===== src/rtl/coin_decoder.sv =====
// Coin-bus receiver: debounces 2-bit coin codes, pulses the accepted denomination, and keeps saturating credit.
// Optional build macro COIN_TALLY_EN adds per-denomination accepted-coin tallies (tally_p/h/f).
//
//  state    | meaning
//  ---------+-----------------------------------------------------------
//  IDLE     | bus quiet, waiting for a nonzero code
//  QUAL     | nonzero code latched, counting consecutive matching cycles
//  ACCEPT   | one cycle: denomination pulses high, credit updates on exit
//  WAIT_REL | coin counted, waiting for the bus to return to 00
module coin_decoder #(
  parameter int CREDIT_W     = 8,
  parameter int MAX_CREDIT   = 255,
  parameter int DEBOUNCE_CYC = 3
) (
  input  logic                clk,
  input  logic                reset_n,
  input  logic [1:0]          code,
  input  logic                clear,
  output logic                coin_p,
  output logic                coin_h,
  output logic                coin_f,
  output logic                coin_valid,
  output logic [CREDIT_W-1:0] credit,
  output logic                overflow
`ifdef COIN_TALLY_EN
  ,
  output logic [7:0]          tally_p,
  output logic [7:0]          tally_h,
  output logic [7:0]          tally_f
`endif
);

  localparam int CNT_W = (DEBOUNCE_CYC < 2) ? 1 : $clog2(DEBOUNCE_CYC + 1);
  localparam logic [CNT_W-1:0]  CNT_ONE  = CNT_W'(1);
  localparam logic [CNT_W-1:0]  CNT_LAST = CNT_W'(DEBOUNCE_CYC - 1);
  localparam logic [CREDIT_W:0] MAX_EXT  = (CREDIT_W + 1)'(MAX_CREDIT);

  typedef enum logic [1:0] {IDLE, QUAL, ACCEPT, WAIT_REL} state_t;

  state_t              r_state, w_state_nxt;
  logic [1:0]          r_code, w_code_nxt;
  logic [CNT_W-1:0]    r_cnt, w_cnt_nxt;
  logic                r_coin_p, r_coin_h, r_coin_f;
  logic [CREDIT_W-1:0] r_credit, w_credit_nxt;
  logic                r_ovf, w_ovf_nxt;
  logic                w_accept;
  logic                w_enter_accept;
  logic [CREDIT_W:0]   w_coin_val;
  logic [CREDIT_W:0]   w_base;
  logic [CREDIT_W:0]   w_sum;

  always_ff @(posedge clk or negedge reset_n) begin
    if (!reset_n) begin
      r_state <= IDLE;
      r_code  <= 2'b00;
      r_cnt   <= '0;
    end else begin
      r_state <= w_state_nxt;
      r_code  <= w_code_nxt;
      r_cnt   <= w_cnt_nxt;
    end
  end

  always_comb begin
    w_state_nxt = r_state;
    w_code_nxt  = r_code;
    w_cnt_nxt   = r_cnt;
    case (r_state)
      IDLE: begin
        if (code != 2'b00) begin
          w_code_nxt  = code;
          w_cnt_nxt   = CNT_ONE;
          w_state_nxt = (DEBOUNCE_CYC == 1) ? ACCEPT : QUAL;
        end
      end
      QUAL: begin
        if (code == 2'b00) begin
          w_state_nxt = IDLE;
          w_cnt_nxt   = '0;
        end else if (code == r_code) begin
          if (r_cnt >= CNT_LAST) begin
            w_state_nxt = ACCEPT;
            w_cnt_nxt   = '0;
          end else begin
            w_cnt_nxt = r_cnt + CNT_ONE;
          end
        end else begin
          // a different coin code restarts qualification on the new code
          w_code_nxt = code;
          w_cnt_nxt  = CNT_ONE;
        end
      end
      ACCEPT: begin
        w_state_nxt = WAIT_REL;
        w_cnt_nxt   = '0;
      end
      WAIT_REL: begin
        if (code == 2'b00) w_state_nxt = IDLE;
      end
      default: begin
        w_state_nxt = IDLE;
        w_cnt_nxt   = '0;
      end
    endcase
  end

  assign w_enter_accept = (w_state_nxt == ACCEPT);
  assign w_accept       = (r_state == ACCEPT);

  always_ff @(posedge clk or negedge reset_n) begin
    if (!reset_n) begin
      r_coin_p <= 1'b0;
      r_coin_h <= 1'b0;
      r_coin_f <= 1'b0;
    end else begin
      r_coin_p <= w_enter_accept && (w_code_nxt == 2'b11);
      r_coin_h <= w_enter_accept && (w_code_nxt == 2'b10);
      r_coin_f <= w_enter_accept && (w_code_nxt == 2'b01);
    end
  end

  always_comb begin
    w_coin_val = '0;
    case (r_code)
      2'b11:   w_coin_val = (CREDIT_W + 1)'(4);
      2'b10:   w_coin_val = (CREDIT_W + 1)'(2);
      2'b01:   w_coin_val = (CREDIT_W + 1)'(1);
      default: w_coin_val = '0;
    endcase
  end

  // clear takes effect before the coin is added
  assign w_base = clear ? '0 : {1'b0, r_credit};
  assign w_sum  = w_base + w_coin_val;

  always_comb begin
    w_credit_nxt = r_credit;
    w_ovf_nxt    = r_ovf;
    if (w_accept) begin
      if (w_sum > MAX_EXT) begin
        w_credit_nxt = MAX_EXT[CREDIT_W-1:0];
        w_ovf_nxt    = 1'b1;
      end else begin
        w_credit_nxt = w_sum[CREDIT_W-1:0];
        w_ovf_nxt    = clear ? 1'b0 : r_ovf;
      end
    end else if (clear) begin
      w_credit_nxt = '0;
      w_ovf_nxt    = 1'b0;
    end
  end

  always_ff @(posedge clk or negedge reset_n) begin
    if (!reset_n) begin
      r_credit <= '0;
      r_ovf    <= 1'b0;
    end else begin
      r_credit <= w_credit_nxt;
      r_ovf    <= w_ovf_nxt;
    end
  end

  assign coin_p     = r_coin_p;
  assign coin_h     = r_coin_h;
  assign coin_f     = r_coin_f;
  assign coin_valid = r_coin_p | r_coin_h | r_coin_f;
  assign credit     = r_credit;
  assign overflow   = r_ovf;

`ifdef COIN_TALLY_EN
  logic [7:0] r_tally_p, r_tally_h, r_tally_f;

  function automatic logic [7:0] tally_next(input logic [7:0] cur, input logic hit,
                                            input logic clr);
    logic [7:0] base;
    base = clr ? 8'd0 : cur;
    if (hit && (base != 8'hFF)) return base + 8'd1;
    return base;
  endfunction

  always_ff @(posedge clk or negedge reset_n) begin
    if (!reset_n) begin
      r_tally_p <= 8'd0;
      r_tally_h <= 8'd0;
      r_tally_f <= 8'd0;
    end else begin
      r_tally_p <= tally_next(r_tally_p, w_accept && (r_code == 2'b11), clear);
      r_tally_h <= tally_next(r_tally_h, w_accept && (r_code == 2'b10), clear);
      r_tally_f <= tally_next(r_tally_f, w_accept && (r_code == 2'b01), clear);
    end
  end

  assign tally_p = r_tally_p;
  assign tally_h = r_tally_h;
  assign tally_f = r_tally_f;
`endif

endmodule


===== config.mk =====
export PLATFORM = sky130hd
export DESIGN_NAME = coin_decoder
export DESIGN_NICKNAME = d
export VERILOG_FILES = /design/src/rtl/coin_decoder.sv
export SDC_FILE = /design/constraint.sdc
export NUM_CORES = 1
export LEC_CHECK = 0
export CORE_ASPECT_RATIO = 0.7
export CORE_MARGIN = 1.5
export CORE_UTILIZATION = 30
export DETAILED_ROUTE_END_ITERATION = 6
export DONT_BUFFER_PORTS = 1
export PLACE_DENSITY = 0.41
export SYNTH_ARGS = -nofsm -noshare
export SYNTH_HDL_FRONTEND = slang
export SYNTH_SLANG_ARGS = --single-unit
export TNS_END_PERCENT = 1

===== constraint.sdc =====
create_clock -name clk -period 2.9 [get_ports clk]
set_input_delay 0.58 -clock clk [delete_from_list [all_inputs] [get_ports clk]]
set_output_delay 0.58 -clock clk [all_outputs]
set_load 0.02 [all_outputs]

; ---- Word-level counts from Yosys, hierarchy flattened
; Index checks and enable logic that the tools add are counted.
[totals]
regBits = 18
input_bits = 5
out_inout_bits = 13
word_cells = 58
[op_classes]
n_addsub = 2
magnitude_cmp = 2
n_eq_ne = 12
muxes = 23
n_bitwise = 2
n_reduce_logical = 9
[op_table]
columns = cell, n
row1 = 8-bit 2-to-1 mux, 4
row2 = 2-bit 2-to-1 mux, 12
row3 = "2-bit equality test, second input constant", 7
row4 = 8-bit by 9-bit adder with 9-bit output, 1
row5 = "9-bit by 8-bit greater-than comparator with 1-bit output, second input constant", 1
row6 = 3-bit one-hot mux with 3 select lines, 1
row7 = 2-bit one-hot mux with 4 select lines, 1
row8 = "2-bit by 1-bit equality test with 1-bit output, second input constant", 3
row9 = 2-bit one-hot mux with 3 select lines, 1
row10 = 2-bit zero test, 2
row11 = 2-bit one-hot mux with 2 select lines, 1
row12 = 2-bit nonzero test, 2
row13 = 1-bit logical AND, 3
row14 = 1-bit 2-to-1 mux, 3
row15 = 3-bit nonzero test, 1
row16 = "2-bit by 1-bit adder with 2-bit output, second input constant", 1
row17 = 2-bit equality test, 1
row18 = "2-bit >= comparator, second input constant", 1
row19 = "2-bit inequality test, second input constant", 1
row20 = 1-bit bitwise OR, 2
row21 = 2-bit AND reduction, 1

; ---- Longest topological paths before layout
; Gate-level depths: netlist of run 1.
[logic_depth]
depth_word = 7
mapped_depth = 9
depth_no_buf = 8

; ---- Worst setup path after synthesis of run 1
; No wires, ideal clock.
[synth_path]
kind = in2reg
from = input port clear
to = register r_credit[7] (netlist: credit[7])
setup_ps = 86
arrival_ps = 2147
t_required_ps = 2814
path_slack_ps = 667
stages = 9
n_path_buf = 1
cell_sequence = clkbuf_1 nor2b_1 ha_1 inv_1 fa_1 nor2b_1 o21ai_1 and4_1 nor3_1
[synth_between]
elab_chain_len = 5
elab_cells_between_ends = 6
cone_classes = 1 x add/sub / 1 x order compare / 3 x mux / 1 x reduce/logical
[synth_rtl]
columns = item, line
row1 = start: declaration, 18  ; input logic clear,
row2 = 8-bit 2-to-1 mux, 133  ; assign w_base = clear ? '0 : {1'b0, r_credit};
row3 = 8-bit by 9-bit adder with 9-bit output, 134  ; assign w_sum = w_base + w_coin_val;
row4 = 9-bit by 8-bit greater-than comparator with 1-bit output, 140  ; if (w_sum > MAX_EXT) begin
row5 = 8-bit 2-to-1 mux, 140
row6 = 8-bit 2-to-1 mux, 139  ; if (w_accept) begin
row7 = end signal: assignment, 158  ; r_credit <= w_credit_nxt;
row8 = end: declaration, 44  ; logic [CREDIT_W-1:0] r_credit, w_credit_nxt;
; Several ways; a longest one is shown, not always the timed one.
; A chain may end at the register's enable or synchronous reset.

; ---- Worst setup path in the final report of run 1
[layout_path]
from = register r_code[0]
to = register r_credit[7] (netlist: credit[7])
[layout_between]
elab_chain_len = 6
elab_cells_between_ends = 8
cone_classes = 1 x add/sub / 1 x order compare / 3 x eq/ne / 3 x mux
[layout_rtl]
columns = item, line
row1 = start: declaration, 41  ; logic [1:0] r_code, w_code_nxt;
row2 = start signal: assignment, 59  ; r_code <= w_code_nxt;
row3 = 2-bit by 1-bit equality test with 1-bit output / 2-bit equality test (equally long branches), 124  ; case (r_code)
row4 = 3-bit one-hot mux with 3 select lines (*), 124
row5 = 8-bit by 9-bit adder with 9-bit output (*), 134
row6 = 9-bit by 8-bit greater-than comparator with 1-bit output, 140
row7 = 8-bit 2-to-1 mux (*), 140
row8 = 8-bit 2-to-1 mux (*), 139
; Every way passes the cells marked *; elsewhere a longest branch is shown, timed or not.

==> reports/qor.tcl, run 1 <==
set qor(power_leakage_nw) 0.5450
set qor(synth_top_cell_by_area) {sky130_fd_sc_hd__dfrtp_1}
set qor(vdd_drop_max_mv) 0.2331
set qor(place.port_buffers) 0
set qor(drtIter0Drc) 60
set qor(ant_nets) 0
set qor(worst_hold_path.num_cells) 1
set qor(path_delay_family) {simple AND/OR/NAND/NOR gates}
set qor(final_common_cell) {sky130_fd_sc_hd__dfrtp_1}
set qor(detailroute.via_count) 870
set qor(report.final.hold_viol_count) 0
set qor(global_route.overflow_total) 0
set qor(ios) 18
set qor(grt_pass1_wl_mm) 4.422
set qor(worst_ep_required_time_ps) 3070
set qor(path_depth) 8
set qor(groute.usage.overall_pct) 12.91
set qor(drive_above_1_share_pct) 10.57
set qor(dpl.hpwl_mm) 1.953
set qor(cts_tree) {done}
set qor(worst_path_largest_cell_delay_ps) 480
set qor(critical_path_arrival_ps) 2570
set qor(timing.hold.worst_endpoint) {credit[4]$_DFFE_PN0P_}
set qor(timing_worst_slew_pin_value_ps) 850.2
set qor(worst_hold_path_type) {in2reg}
set qor(die_width_um) 79.49
set qor(max_freq_ghz) 0.4176
set qor(r2r_start) {r_code[0]$_DFF_PN0_}
set qor(number_of_enable_flip_flop_cells_after_synthesis) 0
set qor(synth.net_count) 138
set qor(critical-path-slowest-cell) {sky130_fd_sc_hd__dfrtp_1}
set qor(finalPower_mw) 1.029
set qor(cts_max_path_buffers) 2
set qor(timing_max_transition_violations_final) 0
set qor(max_cap_violations) 0
set qor(first_pass_iteration_count_of_the_detailed_router) 4
set qor(yosys-top-cells-area) {sky130_fd_sc_hd__dfrtp_1 (37%), sky130_fd_sc_hd__ha_1 (7.1%), sky130_fd_sc_hd__o21ai_0 (3.3%)}
set qor(dp.cells) 170
set qor(post_synth_num_cell_types) 43
set qor(hold_path_startpoint) {clear}
set qor(clkSinkCount) 18
set qor(ys_ff_latch) 18
set qor(floorplan.core_area_mm2) 0.003923
set qor(regToRegSetupSlack_ps) 510
set qor(timing.reg2reg.worst_path_depth) 8
set qor(cp-startpoint) {r_code[0]$_DFF_PN0_}
set qor(path_clk_slew_ps) 70
set qor(initial_utilization_pct) 31.32
set qor(avgSynthCellArea_um2) 9.829
set qor(final.min_clock_period_ps) 2395
set qor(ctsHtreeMaxLevel) 1
set qor(synth-main-ff-cell) {sky130_fd_sc_hd__dfrtp_1}
set qor(critical_path_buf_inv_count) 1
set qor(synth-async-reset-ratio_pct) 100.0
set qor(sum_of_routed_wire_length_over_all_layers_mm) 2.602
set qor(finClkSkew_ps) 2.996
set qor(first_global_vias) 829
set qor(avgRoutedWirePerCell_um) 14.87
set qor(synth_sequential_area_ratio_pct) 36.66
set qor(remaining_drc_errors) 0
set qor(ys.warnings.count) 0
set qor(vias_per_cell) 4.971
set qor(die_height_um) 56.55
set qor(worst_path_most_repeated_cell) {sky130_fd_sc_hd__nor2b_1}
set qor(synth.cell_area_mm2) 0.001229
set qor(synth_instances) 125
set qor(grt_setup_unrepaired) {no}
set qor(worst_setup_path_start_kind) {flop}
set qor(most-common-layout-cells) {sky130_fd_sc_hd__dfrtp_1 (18), sky130_fd_sc_hd__inv_1 (10), sky130_fd_sc_hd__o21ai_0 (8), sky130_fd_sc_hd__nand2_1 (8), sky130_fd_sc_hd__ha_1 (7)}
set qor(clock_tree.root_cell) {sky130_fd_sc_hd__clkbuf_8}
set qor(insertedDiodeCount) 0
set qor(post-cts-setup-buffers) 0
set qor(area.growth.synth_to_final_pct) 5.703
set qor(setup-tns-final_ps) 0
set qor(final.period_utilization_pct) 82.57
set qor(antenna_violations_before_repair) 0
set qor(regToRegEndpoint) {credit[7]$_DFFE_PN0P_}
set qor(yosys.area.top_type_share_pct) 36.66
set qor(post_layout_instance_count_excluding_filler_cells) 175
set qor(final_gp_congestion) 0.7796
set qor(setup.worst_path.end_class) {flop}
set qor(fp.dieArea_mm2) 0.004495
set qor(fin_nets) 137
set qor(slew_headroom_pct) 43.13
set qor(tritoncts.num_buffers) 3
set qor(pin_count_of_the_biggest_net_entering_global_routing) 19
set qor(placement_rows) 19
set qor(outcome) {finished clean}
set qor(cts_resized) 0
set qor(chain_of_cells_forming_the_critical_path) {nor2b_1 > ha_1 > inv_1 > fa_1 > nor2b_1 > o21ai_1 > and4_1 > nor3_1}
set qor(finish_stage_setup_viols) 0
set qor(clkLatencyLatePin_ps) 250
set qor(path_max_fanout) 8
set qor(worstSetupPathType) {reg2reg}
set qor(power_density_mw_per_mm2) 792.5
==> worst reg2reg max path: stages (launching register included) <==
cell                      delay [ps]
sky130_fd_sc_hd__dfrtp_1         480
sky130_fd_sc_hd__nor2b_1         350
sky130_fd_sc_hd__ha_1            240
sky130_fd_sc_hd__inv_1            50
sky130_fd_sc_hd__fa_1            400
sky130_fd_sc_hd__nor2b_1         210
sky130_fd_sc_hd__o21ai_1         180
sky130_fd_sc_hd__and4_1          240
sky130_fd_sc_hd__nor3_1          160
==> registers in the layout (all words and copies together), names as in the netlist <==
register  flops
coin_p        1
credit        8
r_cnt         2
r_code        2
overflow      1
coin_f        1
r_state       2
coin_h        1
==> stage by stage <==
stage / hold WS, ps / cell area, µm² / util [%] / setup slack [ps]
3_5_place_dp: 284.8 / 1234 / 31.45 / 544.2
4_1_cts: 5.986 / 1289 / 32.85 / 528.1
2_1_floorplan: 284.4 / 1229 / - / 667.3
6_report: 385.7 / 1299 / 33.11 / 505.5
5_1_grt: 380.1 / 1299 / 33.11 / 329.1
3_3_place_gp: 284.8 / 1234 / 31.45 / 628.4
==> worst max path at each step <==
stage | end | slack [ps]
2_1_floorplan | credit[7]$_DFFE_PN0P_ | 670
3_3_place_gp | credit[7]$_DFFE_PN0P_ | 630
3_5_place_dp | credit[7]$_DFFE_PN0P_ | 540
4_1_cts | credit[7]$_DFFE_PN0P_ | 530
5_1_grt | credit[7]$_DFFE_PN0P_ | 330
6_report | credit[7]$_DFFE_PN0P_ | 510
==> where the power goes <==
part	switching [mW]	leakage, nW	internal [mW]
registers	0.0761	0.239	0.298
logic	0.258	0.277	0.190
clock network	0.0870	0.0288	0.121
total	0.421	0.545	0.608
==> synthesized netlist by cell type (2+ instances only) <==
cell type	count
sky130_fd_sc_hd__a31oi_1	2
sky130_fd_sc_hd__o22ai_1	3
sky130_fd_sc_hd__inv_1	10
sky130_fd_sc_hd__buf_4	3
sky130_fd_sc_hd__o22a_1	3
sky130_fd_sc_hd__o21a_1	2
sky130_fd_sc_hd__buf_6	3
sky130_fd_sc_hd__nor3_1	5
sky130_fd_sc_hd__nor2b_1	6
sky130_fd_sc_hd__a211oi_1	2
sky130_fd_sc_hd__and2_1	2
sky130_fd_sc_hd__a21oi_1	5
sky130_fd_sc_hd__o21ai_0	8
sky130_fd_sc_hd__nand2_1	8
sky130_fd_sc_hd__nor2_1	6
sky130_fd_sc_hd__o2111ai_1	2
sky130_fd_sc_hd__ha_1	7
sky130_fd_sc_hd__or2b_2	2
sky130_fd_sc_hd__nand2b_1	2
sky130_fd_sc_hd__dfrtp_1	18
sky130_fd_sc_hd__xnor2_1	3
sky130_fd_sc_hd__nand3_1	2
==> cells by family (layout without fill, tap and decap cells) <==
| family | Yosys count | count (layout) | share of synthesized area [%] |
|---|---|---|---|
| XOR/XNOR | 5 | 5 | 4.176 |
| adder cells (fa/ha/maj) | 8 | 8 | 8.757 |
| flip-flops | 18 | 18 | 36.66 |
| buffers and inverters | 17 | 15 | 7.943 |
| AND/OR/NAND/NOR | 40 | 40 | 18.43 |
| AO/OA/AOI/OAI | 37 | 37 | 24.03 |
==> repair_timing <==
item,CTS,global route
endpoints found under the setup margin,0,0
hold endpoints to repair,0,18
hold buffers,0,1
==> metal layers <==
layer  track usage [%]  up-vias  wire [µm]
met1             21.85      411       1529
li1                  -      441          -
met5                 0        -          0
met2             14.89       16        935
met4             2.256        0         13
met3             4.390        2        124
==> cell type report <==
class / count / area (µm²)
well taps: 52 / 65.06
fillers: 419 / 2624
multi-input cells: 90 / 680.7
flip-flops and latches: 18 / 450.4
clock buffers: 4 / 55.05
repair buffers: 1 / 10.01
inverters: 10 / 37.54
(Power assumes the default switching activity.)
==> run 2: changes to the inputs <==
- clock period: 2.9 -> 2.35 ns (I/O delays scaled with it)
==> run 2 against run 1 <==
Compared with the run above:
- worst hold slack worse by 110 ps
- flip-flop and latch count stayed put
- first-iteration DRC count decreased by 20%
- global-route usage down 0.63 points
- critical path type unchanged
- critical endpoint unchanged
- largest cell class unchanged
- highest routed layer unchanged
==> reports/qor.tcl, run 2 (same netlist as run 1, synthesis figures left out) <==
set qor(outcome) {finished clean} ;# unchanged
set qor(power.combinational.fraction_pct) 45.5 ;# was 43.5%
set qor(grt_setup_unrepaired) {no} ;# unchanged
set qor(floorplan.core_area_mm2) 0.003923 ;# unchanged
set qor(setup-tns-final_ps) 0 ;# unchanged
set qor(worst_hold_path.num_cells) 1 ;# unchanged
set qor(drtIter0Drc) 48 ;# was 60
set qor(slew_headroom_pct) 44.68 ;# was 43.13%
set qor(detailroute.via_count) 866 ;# was 870
set qor(critical_path_arrival_ps) 2300 ;# was 2570 ps
set qor(post-cts-setup-buffers) 0 ;# unchanged
set qor(regToRegSetupSlack_ps) 220 ;# was 510 ps
set qor(sw_frac_of_total_pct) 39.81 ;# was 40.90%
set qor(finClkSkew_ps) 4.100 ;# was 2.996 ps
set qor(pin_count_of_the_biggest_net_entering_global_routing) 19 ;# unchanged
set qor(final_gp_congestion) 0.8169 ;# was 0.7796
set qor(timing_worst_slew_pin_value_ps) 827.0 ;# was 850.2 ps
set qor(r2r_start) {r_code[1]$_DFF_PN0_} ;# was r_code[0]$_DFF_PN0_
set qor(power_density_mw_per_mm2) 964.4 ;# was 792.5 mW/mm²
set qor(place.port_buffers) 0 ;# unchanged
set qor(insertedDiodeCount) 0 ;# unchanged
set qor(clkLatencyLatePin_ps) 250 ;# about the same
set qor(critical_path_buf_inv_count) 1 ;# unchanged
set qor(sum_of_routed_wire_length_over_all_layers_mm) 2.547 ;# was 2.602 mm
set qor(ant_nets) 0 ;# unchanged
set qor(largest_reg_flops) 8 ;# unchanged
set qor(dpl.hpwl_mm) 1.990 ;# was 1.953 mm
set qor(worst_ep_required_time_ps) 2520 ;# was 3070 ps
set qor(path_max_fanout) 8 ;# unchanged
set qor(final.period_utilization_pct) 90.61 ;# was 82.57%
set qor(p_seq_share_pct) 35.1 ;# was 36.3%
set qor(chain_of_cells_forming_the_critical_path) {nor2b_2 > ha_1 > inv_1 > fa_1 > nor2b_1 > o21ai_1 > and4_1 > nor3_1} ;# was nor2b_1 > ha_1 > inv_1 > fa_1 > nor2b_1 > o21ai_1 > and4_1 > nor3_1
set qor(fin_nets) 140 ;# was 137
set qor(ios) 18 ;# unchanged
set qor(remaining_drc_errors) 0 ;# unchanged
set qor(area.growth.synth_to_final_pct) 7.739 ;# was 5.703%
set qor(dp_slack_ps) 150.7 ;# was 544.2 ps
set qor(grt_pass1_wl_mm) 4.153 ;# was 4.422 mm
set qor(internal_power_uw) 768.4 ;# was 608.2 µW
set qor(fp.dieArea_mm2) 0.004495 ;# unchanged
set qor(groute.usage.overall_pct) 12.28 ;# was 12.91%
set qor(power_switching_uw) 508.2 ;# was 421.0 µW
set qor(tritoncts.num_buffers) 3 ;# unchanged
set qor(timing.final.ws_setup_ps) 220.6 ;# was 505.5 ps
set qor(avgRoutedWirePerCell_um) 14.31 ;# was 14.87 µm
set qor(worstSetupPathType) {reg2reg} ;# unchanged
set qor(first_pass_iteration_count_of_the_detailed_router) 4 ;# unchanged
set qor(antenna_violations_before_repair) 0 ;# unchanged
set qor(first_global_vias) 794 ;# was 829
set qor(timing_max_transition_violations_final) 0 ;# unchanged
set qor(max_cap_violations) 0 ;# unchanged
set qor(cts_tree) {done} ;# unchanged
set qor(initial_utilization_pct) 31.32 ;# unchanged
set qor(clock_tree.root_cell) {sky130_fd_sc_hd__clkbuf_8} ;# unchanged
set qor(power_leakage_nw) 0.5618 ;# was 0.5450 nW
set qor(finalPower_mw) 1.277 ;# was 1.029 mW
set qor(die_width_um) 79.49 ;# unchanged
set qor(clkPwrFrac_pct) 19.4 ;# was 20.2%
set qor(most-common-layout-cells) {sky130_fd_sc_hd__dfrtp_1 (18), sky130_fd_sc_hd__inv_1 (10), sky130_fd_sc_hd__o21ai_0 (8), sky130_fd_sc_hd__nand2_1 (8), sky130_fd_sc_hd__ha_1 (7)} ;# unchanged
set qor(final_common_cell) {sky130_fd_sc_hd__dfrtp_1} ;# unchanged
set qor(critical-path-slowest-cell) {sky130_fd_sc_hd__dfrtp_1} ;# unchanged
set qor(finish_stage_setup_viols) 0 ;# unchanged
set qor(vias_per_cell) 4.865 ;# was 4.971
set qor(timing.reg2reg.worst_path_depth) 8 ;# unchanged
set qor(die_height_um) 56.55 ;# unchanged
set qor(drive_above_1_share_pct) 13.49 ;# was 10.57%
set qor(timing.hold.worst_endpoint) {credit[4]$_DFFE_PN0P_} ;# unchanged
set qor(ctsHtreeMaxLevel) 1 ;# unchanged
set qor(placement_rows) 19 ;# unchanged
set qor(cts_max_path_buffers) 2 ;# unchanged
set qor(fin_hold_ws_ps) 274.7 ;# was 385.7 ps
set qor(worst_hold_path_type) {in2reg} ;# unchanged
set qor(path_delay_family) {simple AND/OR/NAND/NOR gates} ;# unchanged
set qor(worst_path_largest_cell_delay_ps) 460 ;# was 480 ps
set qor(regToRegEndpoint) {credit[7]$_DFFE_PN0P_} ;# unchanged
set qor(report.final.hold_viol_count) 0 ;# unchanged
set qor(max_freq_ghz) 0.4696 ;# was 0.4176 GHz
set qor(final.min_clock_period_ps) 2129 ;# was 2395 ps
set qor(hold_path_startpoint) {clear} ;# unchanged
set qor(global_route.overflow_total) 0 ;# unchanged
set qor(vdd_drop_max_mv) 0.3512 ;# was 0.2331 mV
set qor(worst_setup_path_start_kind) {flop} ;# unchanged
set qor(path_clk_slew_ps) 70 ;# about the same
set qor(setup.worst_path.end_class) {flop} ;# unchanged
set qor(clkSinkCount) 18 ;# unchanged
## run 2: cell count changes in the layout (fill, tap and decap cells not counted), sizes merged
cell / before / now
buf: 0 / 3
## run 2: area by class of cell
type	count	area, µm²
Clock buffer	4	55.05
Tap cell	52	65.06
Multi-Input combinational cell	90	683.2
Inverter	10	37.54
Sequential cell	18	450.4
Fill cell	404	2599
Timing Repair Buffer	4	32.53
## run 2: how the worst max path moves through the flow
stage | from | end | slack, ps | cells after the start
final | r_code[1]$_DFF_PN0_ | credit[7]$_DFFE_PN0P_ | 220 | 8
after global routing | r_code[1]$_DFF_PN0_ | credit[7]$_DFFE_PN0P_ | 50 | 8
after CTS | r_code[1]$_DFF_PN0_ | credit[7]$_DFFE_PN0P_ | 130 | 8
after detailed placement | r_code[1]$_DFF_PN0_ | credit[7]$_DFFE_PN0P_ | 150 | 8
after global placement | r_code[1]$_DFF_PN0_ | credit[7]$_DFFE_PN0P_ | 220 | 8
after floorplan | clear | credit[7]$_DFFE_PN0P_ | 230 | 9
## run 2: stage by stage
step	area (µm²)	utilization, %	instances
2_1_floorplan	1229	-	125
3_3_place_gp	1256	32.03	173
3_5_place_dp	1256	32.03	173
4_1_cts	1321	33.68	178
5_1_grt	1324	33.75	178
6_report	1324	33.75	178
## run 2: power by group through the flow
stage / combinational (mW) / sequential (mW) / clock (mW)
floorplan: 0.524 / 0.431 / 0
global placement: 0.586 / 0.451 / 0
detailed placement: 0.571 / 0.451 / 0
CTS: 0.582 / 0.445 / 0.262
global route: 0.649 / 0.457 / 0.280
finish: 0.581 / 0.449 / 0.247
## run 2: layer usage
layer  share of wire, %  vias up  global-route usage, %
li1                   -      452                      -
met1                 58      394                  20.08
met2                 36       18                  14.29
met3                5.7        2                  5.041
met4               0.47        0                  2.256
met5                  0        -                      0
## run 2: timing repair
item                                    4_1_cts  5_1_grt
endpoints found under the hold margin        18        0
hold buffers                                  1        0
endpoints found under the setup margin        0        2
gates resized for setup                       0        1
==> run 3: changes to the inputs <==
- CORE_ASPECT_RATIO: 0.7 -> not set
- GPL_TIMING_DRIVEN: not set -> 0
- MAX_ROUTING_LAYER: not set -> met4
==> run 3 against run 2 <==
Compared with the run above:
- combinational power is 8.6% higher
- setup slack better by 6.4 ps
- highest routed layer unchanged
- utilization grew 0.53 points
- final cell count is 1.1% higher
- die area decreased by 0.14%
- clock skew fell by 2.1 ps
- register-to-register slack hardly changed
- total power up 3.7%
- clock power about the same
==> reports/qor.tcl, run 3 (same netlist as run 1, synthesis figures left out) <==
set qor(outcome) {finished clean} ;# unchanged
set qor(timing_max_transition_violations_final) 0 ;# unchanged
set qor(tritoncts.num_buffers) 3 ;# unchanged
set qor(worst_path_largest_cell_delay_ps) 470 ;# was 460 ps
set qor(route.layer.met1.wl_mm) 1.231 ;# was 1.475 mm
set qor(floorplan.core_area_mm2) 0.003971 ;# was 0.003923 mm²
set qor(worst_path_most_repeated_cell) {sky130_fd_sc_hd__nor2b_2}
set qor(fin_nets) 144 ;# was 140
set qor(sum_of_routed_wire_length_over_all_layers_mm) 2.391 ;# was 2.547 mm
set qor(global_route.overflow_total) 0 ;# unchanged
set qor(final_common_cell) {sky130_fd_sc_hd__dfrtp_1} ;# unchanged
set qor(post-cts-setup-buffers) 0 ;# unchanged
set qor(clock_tree.root_cell) {sky130_fd_sc_hd__clkbuf_8} ;# unchanged
set qor(wl_met2_mm) 1.050 ;# was 914 µm
set qor(die_height_um) 67.00 ;# was 56.55 µm
set qor(vias_per_cell) 4.961 ;# was 4.865
set qor(max_freq_ghz) 0.4710 ;# was 0.4696 GHz
set qor(initial_utilization_pct) 30.94 ;# was 31.32%
set qor(largest_reg_flops) 8 ;# unchanged
set qor(ctsHtreeMaxLevel) 1 ;# unchanged
set qor(antenna_violations_before_repair) 0 ;# unchanged
set qor(first_pass_iteration_count_of_the_detailed_router) 2 ;# was 4
set qor(timing_worst_slew_pin_value_ps) 799.7 ;# was 827.0 ps
set qor(vdd_drop_max_mv) 0.3678 ;# was 0.3512 mV
set qor(path_clk_slew_ps) 70 ;# about the same
set qor(post-route-cell-area_mm2) 0.001361 ;# was 0.001324 mm²
set qor(met3WireLength_um) 95 ;# was 144 µm
set qor(remaining_drc_errors) 0 ;# unchanged
set qor(timing.final.ws_setup_ps) 227.0 ;# was 220.6 ps
set qor(post-route-util_pct) 34.28 ;# was 33.75%
set qor(setup.worst_path.end_class) {flop} ;# unchanged
set qor(die_width_um) 67.00 ;# was 79.49 µm
set qor(grt_setup_unrepaired) {no} ;# unchanged
set qor(ios) 18 ;# unchanged
set qor(placement_rows) 23 ;# was 19
set qor(final.min_clock_period_ps) 2123 ;# was 2129 ps
set qor(finish_stage_setup_viols) 0 ;# unchanged
set qor(max_cap_violations) 0 ;# unchanged
set qor(power_leakage_nw) 0.5805 ;# was 0.5618 nW
set qor(worst_setup_path_start_kind) {flop} ;# unchanged
set qor(detailroute.via_count) 893 ;# was 866
set qor(multi_input_comb_area_um2) 685.7 ;# was 683.2 µm²
set qor(chain_of_cells_forming_the_critical_path) {nor2b_2 > ha_1 > inv_1 > fa_1 > nor2b_2 > o21ai_1 > and4_1 > nor3_1} ;# was nor2b_2 > ha_1 > inv_1 > fa_1 > nor2b_1 > o21ai_1 > and4_1 > nor3_1
set qor(drtIter0Drc) 28 ;# was 48
set qor(drive_above_1_share_pct) 16.15 ;# was 13.49%
set qor(dpl.hpwl_mm) 1.881 ;# was 1.990 mm
set qor(fin_hold_ws_ps) 576.2 ;# was 274.7 ps
set qor(path_max_fanout) 8 ;# unchanged
set qor(most-common-layout-cells) {sky130_fd_sc_hd__dfrtp_1 (18), sky130_fd_sc_hd__inv_1 (10), sky130_fd_sc_hd__o21ai_0 (8), sky130_fd_sc_hd__nand2_1 (8), sky130_fd_sc_hd__ha_1 (7)} ;# unchanged
set qor(first_global_vias) 844 ;# was 794
set qor(groute.usage.overall_pct) 12.76 ;# was 12.28%
set qor(route.top_layer_used) {met4} ;# unchanged
set qor(cts_tree) {done} ;# unchanged
set qor(final-seq-area_um2) 450.4 ;# unchanged
set qor(fillers) 407 ;# was 404
set qor(power_density_mw_per_mm2) 972.2 ;# was 964.4 mW/mm²
set qor(critical_path_arrival_ps) 2290 ;# was 2300 ps
set qor(place.port_buffers) 0 ;# unchanged
set qor(worstSetupPathType) {reg2reg} ;# unchanged
set qor(worst_hold_path_type) {reg2reg} ;# was in2reg
set qor(pin_count_of_the_biggest_net_entering_global_routing) 19 ;# unchanged
set qor(ant_nets) 0 ;# unchanged
set qor(final.period_utilization_pct) 90.34 ;# was 90.61%
set qor(critical-path-slowest-cell) {sky130_fd_sc_hd__dfrtp_1} ;# unchanged
set qor(insertedDiodeCount) 0 ;# unchanged
set qor(clkSinkCount) 18 ;# unchanged
set qor(avgRoutedWirePerCell_um) 13.28 ;# was 14.31 µm
set qor(area.growth.synth_to_final_pct) 10.79 ;# was 7.739%
set qor(fp.dieArea_mm2) 0.004488 ;# was 0.004495 mm²
set qor(report.final.hold_viol_count) 0 ;# unchanged
set qor(clkLatencyLatePin_ps) 250 ;# about the same
set qor(final_gp_congestion) 0.7377 ;# was 0.8169
set qor(cts_max_path_buffers) 2 ;# unchanged
set qor(worst_ep_required_time_ps) 2520 ;# about the same
set qor(dp_slack_ps) -13.15 ;# was 150.7 ps
set qor(slew_headroom_pct) 46.51 ;# was 44.68%
set qor(grt_pass1_wl_mm) 4.264 ;# was 4.153 mm
set qor(finClkSkew_ps) 1.987 ;# was 4.100 ps
set qor(placed_area_mm2) 0.001291 ;# was 0.001256 mm²
[run 3: changes by cell type in the layout (fill, tap and decap cells not counted)]
cell	delta
sky130_fd_sc_hd__clkbuf_1	+1
sky130_fd_sc_hd__nor2b_1	-1
sky130_fd_sc_hd__buf_6	+3
sky130_fd_sc_hd__nor2b_2	+1
[run 3: final cells by class]
cell class                 instances  area share [%]
sequential                        18           33.09
clock buffer                       4           4.044
multi-input combinational         90           50.37
timing repair buffer               1          0.7353
tap                               50           4.596
inverter                          10           2.757
buffer                             7           4.412
[run 3: routing by layer]
layer	up-vias	track usage, %
li1	457	-
met1	421	18.32
met2	13	18.13
met3	2	3.885
met4	0	1.531
met5	-	-
[run 3: worst max-delay path: cells and delay by family, from the launching register on]
kind / cells / cell delay (ps)
buffers and inverters: 1 / 50
adder cells (fa/ha/maj): 2 / 610
flip-flops: 1 / 470
AND/OR/NAND/NOR: 4 / 760
AO/OA/AOI/OAI: 1 / 140
[run 3: metrics by stage]
stage / cells / total power [mW] / setup TNS, ps
4_1_cts: 180 / 1.341 / 0
5_1_grt: 180 / 1.442 / 0
3_5_place_dp: 175 / 1.070 / -20.25
6_report: 180 / 1.323 / 0
3_3_place_gp: 175 / 1.067 / -10.87
2_1_floorplan: 125 / 0.9550 / 0
[run 3: final timing paths]
check / from / end / slack [ps] / cells past startpoint
min reg2reg: r_cnt[0]$_DFFE_PN0P_ / r_cnt[0]$_DFFE_PN0P_ / 580 / 1
min in group asynchronous: reset_n / credit[6]$_DFFE_PN0P_ / 750 / 1
max in group asynchronous: reset_n / coin_f$_DFF_PN0_ / 1110 / 1
min: r_cnt[0]$_DFFE_PN0P_ / r_cnt[0]$_DFFE_PN0P_ / 580 / 1
max reg2reg: r_code[1]$_DFF_PN0_ / credit[7]$_DFFE_PN0P_ / 230 / 8
max: r_code[1]$_DFF_PN0_ / credit[7]$_DFFE_PN0P_ / 230 / 8
[run 3: power by group]
part	total, mW	internal [mW]	leakage (nW)	switching, mW
clock network	0.250	0.149	0.0288	0.102
logic	0.631	0.282	0.313	0.349
registers	0.443	0.367	0.239	0.0753
total	1.32	0.798	0.581	0.526
[run 3: timing repair]
action                     in CTS  in global routing
hold buffers                    1                  0
setup endpoints to repair       0                  3
hold endpoints to repair       18                  0
gates resized for setup         0                  2
==> RTL edit (flow settings as in run 1) <==
Change the parameter `MAX_CREDIT` from 255 to 191.
--- a/src/rtl/coin_decoder.sv
+++ b/src/rtl/coin_decoder.sv
@@ -9,7 +9,7 @@
 //  WAIT_REL | coin counted, waiting for the bus to return to 00
 module coin_decoder #(
   parameter int CREDIT_W     = 8,
-  parameter int MAX_CREDIT   = 255,
+  parameter int MAX_CREDIT   = 191,
   parameter int DEBOUNCE_CYC = 3
 ) (
   input  logic                clk,
Behaviour: same outputs for any inputs over 10 cycles, from zero or initial values and one cycle with reset_n low; that may be too few to reach the edited logic, so the function may still have changed.
==> RTL edit against run 1 <==
Die area shrank 4.0%. Power shrank 15%. Design area shrank 1.3%. Area after synthesis shrank 4.2%. Via count grew 4.8%. Setup slack lost 140 ps. Routed wire length shrank 1.9%. Sequential cell count is the same. Largest cell class unchanged.
==> RTL edit: results (changes against run 1) <==
| Metric | Value |
|---|---|
| Skew final | 1.99 ps (-1.01 ps) |
| IO Port Bufs | 0 (unchanged) |
| Final Non-Filler Cells | 181 (+3.4%) |
| Layout Nets | 145 (+5.8%) |
| CTS Buf Count | 3 (unchanged) |
| Worst hold path type | primary input to register |
| Crit path largest cell delay | 460 ps (-20 ps) |
| CTS H-tree lvls | 1 (unchanged) |
| Cell class contributing the biggest share of worst-path delay | adder cells |
| First drt pass iteration count | 4 (unchanged) |
| Synth Area in XOR/XNOR | 3.72% (-0.46 points) |
| R2R Setup Slk | 370 ps (-140 ps) |
| Compound-Gate Fraction of Synth Area | 21.6% (-2.5 points) |
| Largest net degree at the start of global routing | 19 (unchanged) |
| Max reg flops | 8 (unchanged) |
| Synth warnings | 0 (unchanged) |
| Slowest CP cell | dfrtp_1 |
| Asr flop ratio synth | 100% (unchanged) |
| CTS Root Cell | clkbuf_8 |
| DP Cell Count | 176 (+3.5%) |
| Slew headroom | 45.8% (+2.7 points) |
| Worst IR drop on VDD | 0.328 mV (+41%) |
| Sequential area share after synthesis | 38.3% (+1.6 points) |
| Netlist cell types | 37 (-14%) |
| Post-synthesis cell count | 130 (+4.0%) |
| Lkg Pwr | 0.586 nW (+7.5%) |
| Post-synth top cells | dfrtp_1 (18), o21ai_0 (13), nand2_1 (12), nor2_1 (12), inv_1 (8) |
| Wirelength per Cell | 14.1 um (-5.1%) |
| Worst reg2reg path depth | 8 (unchanged) |
| Detailed placement HPWL | 1890 um (-3.2%) |
| Routability Congestion | 0.756 (-3.0%) |
| Worst Path Max Fanout | 4 (-4) |
| Routed vias | 912 (+4.8%) |
| Cts repair resizes | 0 (unchanged) |
| Layout cells sized above 1 | 8.40% (-2.2 points) |
| Outcome | completed |
| Global-route wire length before repair | 4250 um (-3.9%) |
| Iteration-0 DRC Markers | 56 (-6.7%) |
| Post-Synth Adder-Cell Area | 9.14% (+0.38 points) |
| Worst EP arrival | 2710 ps (+140 ps) |
| Vias in the first global route | 851 (+2.7%) |
| Skew-Pair Late Insertion Delay | 250 ps (about the same) |
| Reg clk slew, reported paths | 70 ps (about the same) |
| GRT Util Overall | 12.5% (-0.36 points) |
| Initial antenna violation count | 0 (unchanged) |
| Clock Tree Buf Depth | 2 (unchanged) |
| Hold depth | 1 (unchanged) |
| Syn nets | 143 (+3.6%) |
| Diode count | 0 (unchanged) |
| Top cells by area, synth | dfrtp_1 (38%), ha_1 (7.4%), o21ai_0 (5.5%) |
| Post-synthesis mux area share | 1.70% (+1.7 points) |
-- RTL edit: cell count changes after synthesis, moves of 3 or more --
cell | before | now
o21ai_0 | 8 | 13
o211ai_1 | 0 | 3
nor4b_1 | 0 | 3
nor2_1 | 6 | 12
nand2_1 | 8 | 12
nor3_1 | 5 | 0
o22a_1 | 3 | 0
-- RTL edit: layout make-up --
class | instances | area, um^2
fillers | 386 | 2370
multi-input cells | 99 | 666
flip-flops and latches | 18 | 450
well taps | 50 | 62.6
clock buffers | 4 | 55.1
inverters | 8 | 30.0
repair buffers | 2 | 17.5
-- RTL edit: metrics by stage --
| stage | setup WS, ps | power (mW) | cell area [um^2] | util (%) | hold WS (ps) |
|---|---|---|---|---|---|
| final | 367 | 0.874 | 1280 | 35.1 | 388 |
| after detailed placement | 414 | 0.666 | 1220 | 33.3 | 285 |
| after floorplan | 307 | 0.603 | 1180 | - | 284 |
| after CTS | 388 | 0.877 | 1270 | 34.8 | 7.38 |
| after global placement | 424 | 0.675 | 1220 | 33.3 | 285 |
| after global routing | 183 | 0.951 | 1280 | 35.1 | 377 |
-- RTL edit: metal layers --
metal  share of wire [%]  up-vias  track usage (%)
met3                 4.3        0             4.63
met5                   0        -                0
met4                   0        0             1.56
met2                  37       18             17.0
li1                    -      470                -
met1                  58      424             19.1
-- RTL edit: cell families after synthesis --
family | after synthesis
and+or+nand+nor | 46
DFF | 18
adders and majority gates | 8
xor gates and xnor gates | 5
muxes | 2
AOI/OAI and AO/OA | 38
buffers and inverters | 13
-- RTL edit: power by group --
part           total (mW)  leakage [nW]  switching, mW  internal [mW]
Combinational       0.317         0.317          0.184          0.133
Sequential          0.351         0.240         0.0596          0.292
Clock               0.206        0.0288         0.0849          0.121
-- RTL edit: timing repair --
| item | in CTS | in global routing |
|---|---|---|
| hold buffers | 0 | 1 |
| endpoints found under the hold margin | 0 | 18 |
| buffers inserted | 0 | 0 |
-- RTL edit: final timing paths --
kind                           start         end
max reg2reg                credit[0]   credit[5]
min                            clear   credit[7]
min in group asynchronous    reset_n   credit[6]
min reg2reg                 r_cnt[0]    r_cnt[0]
max in group asynchronous    reset_n  r_state[1]
max                        credit[0]   credit[5]
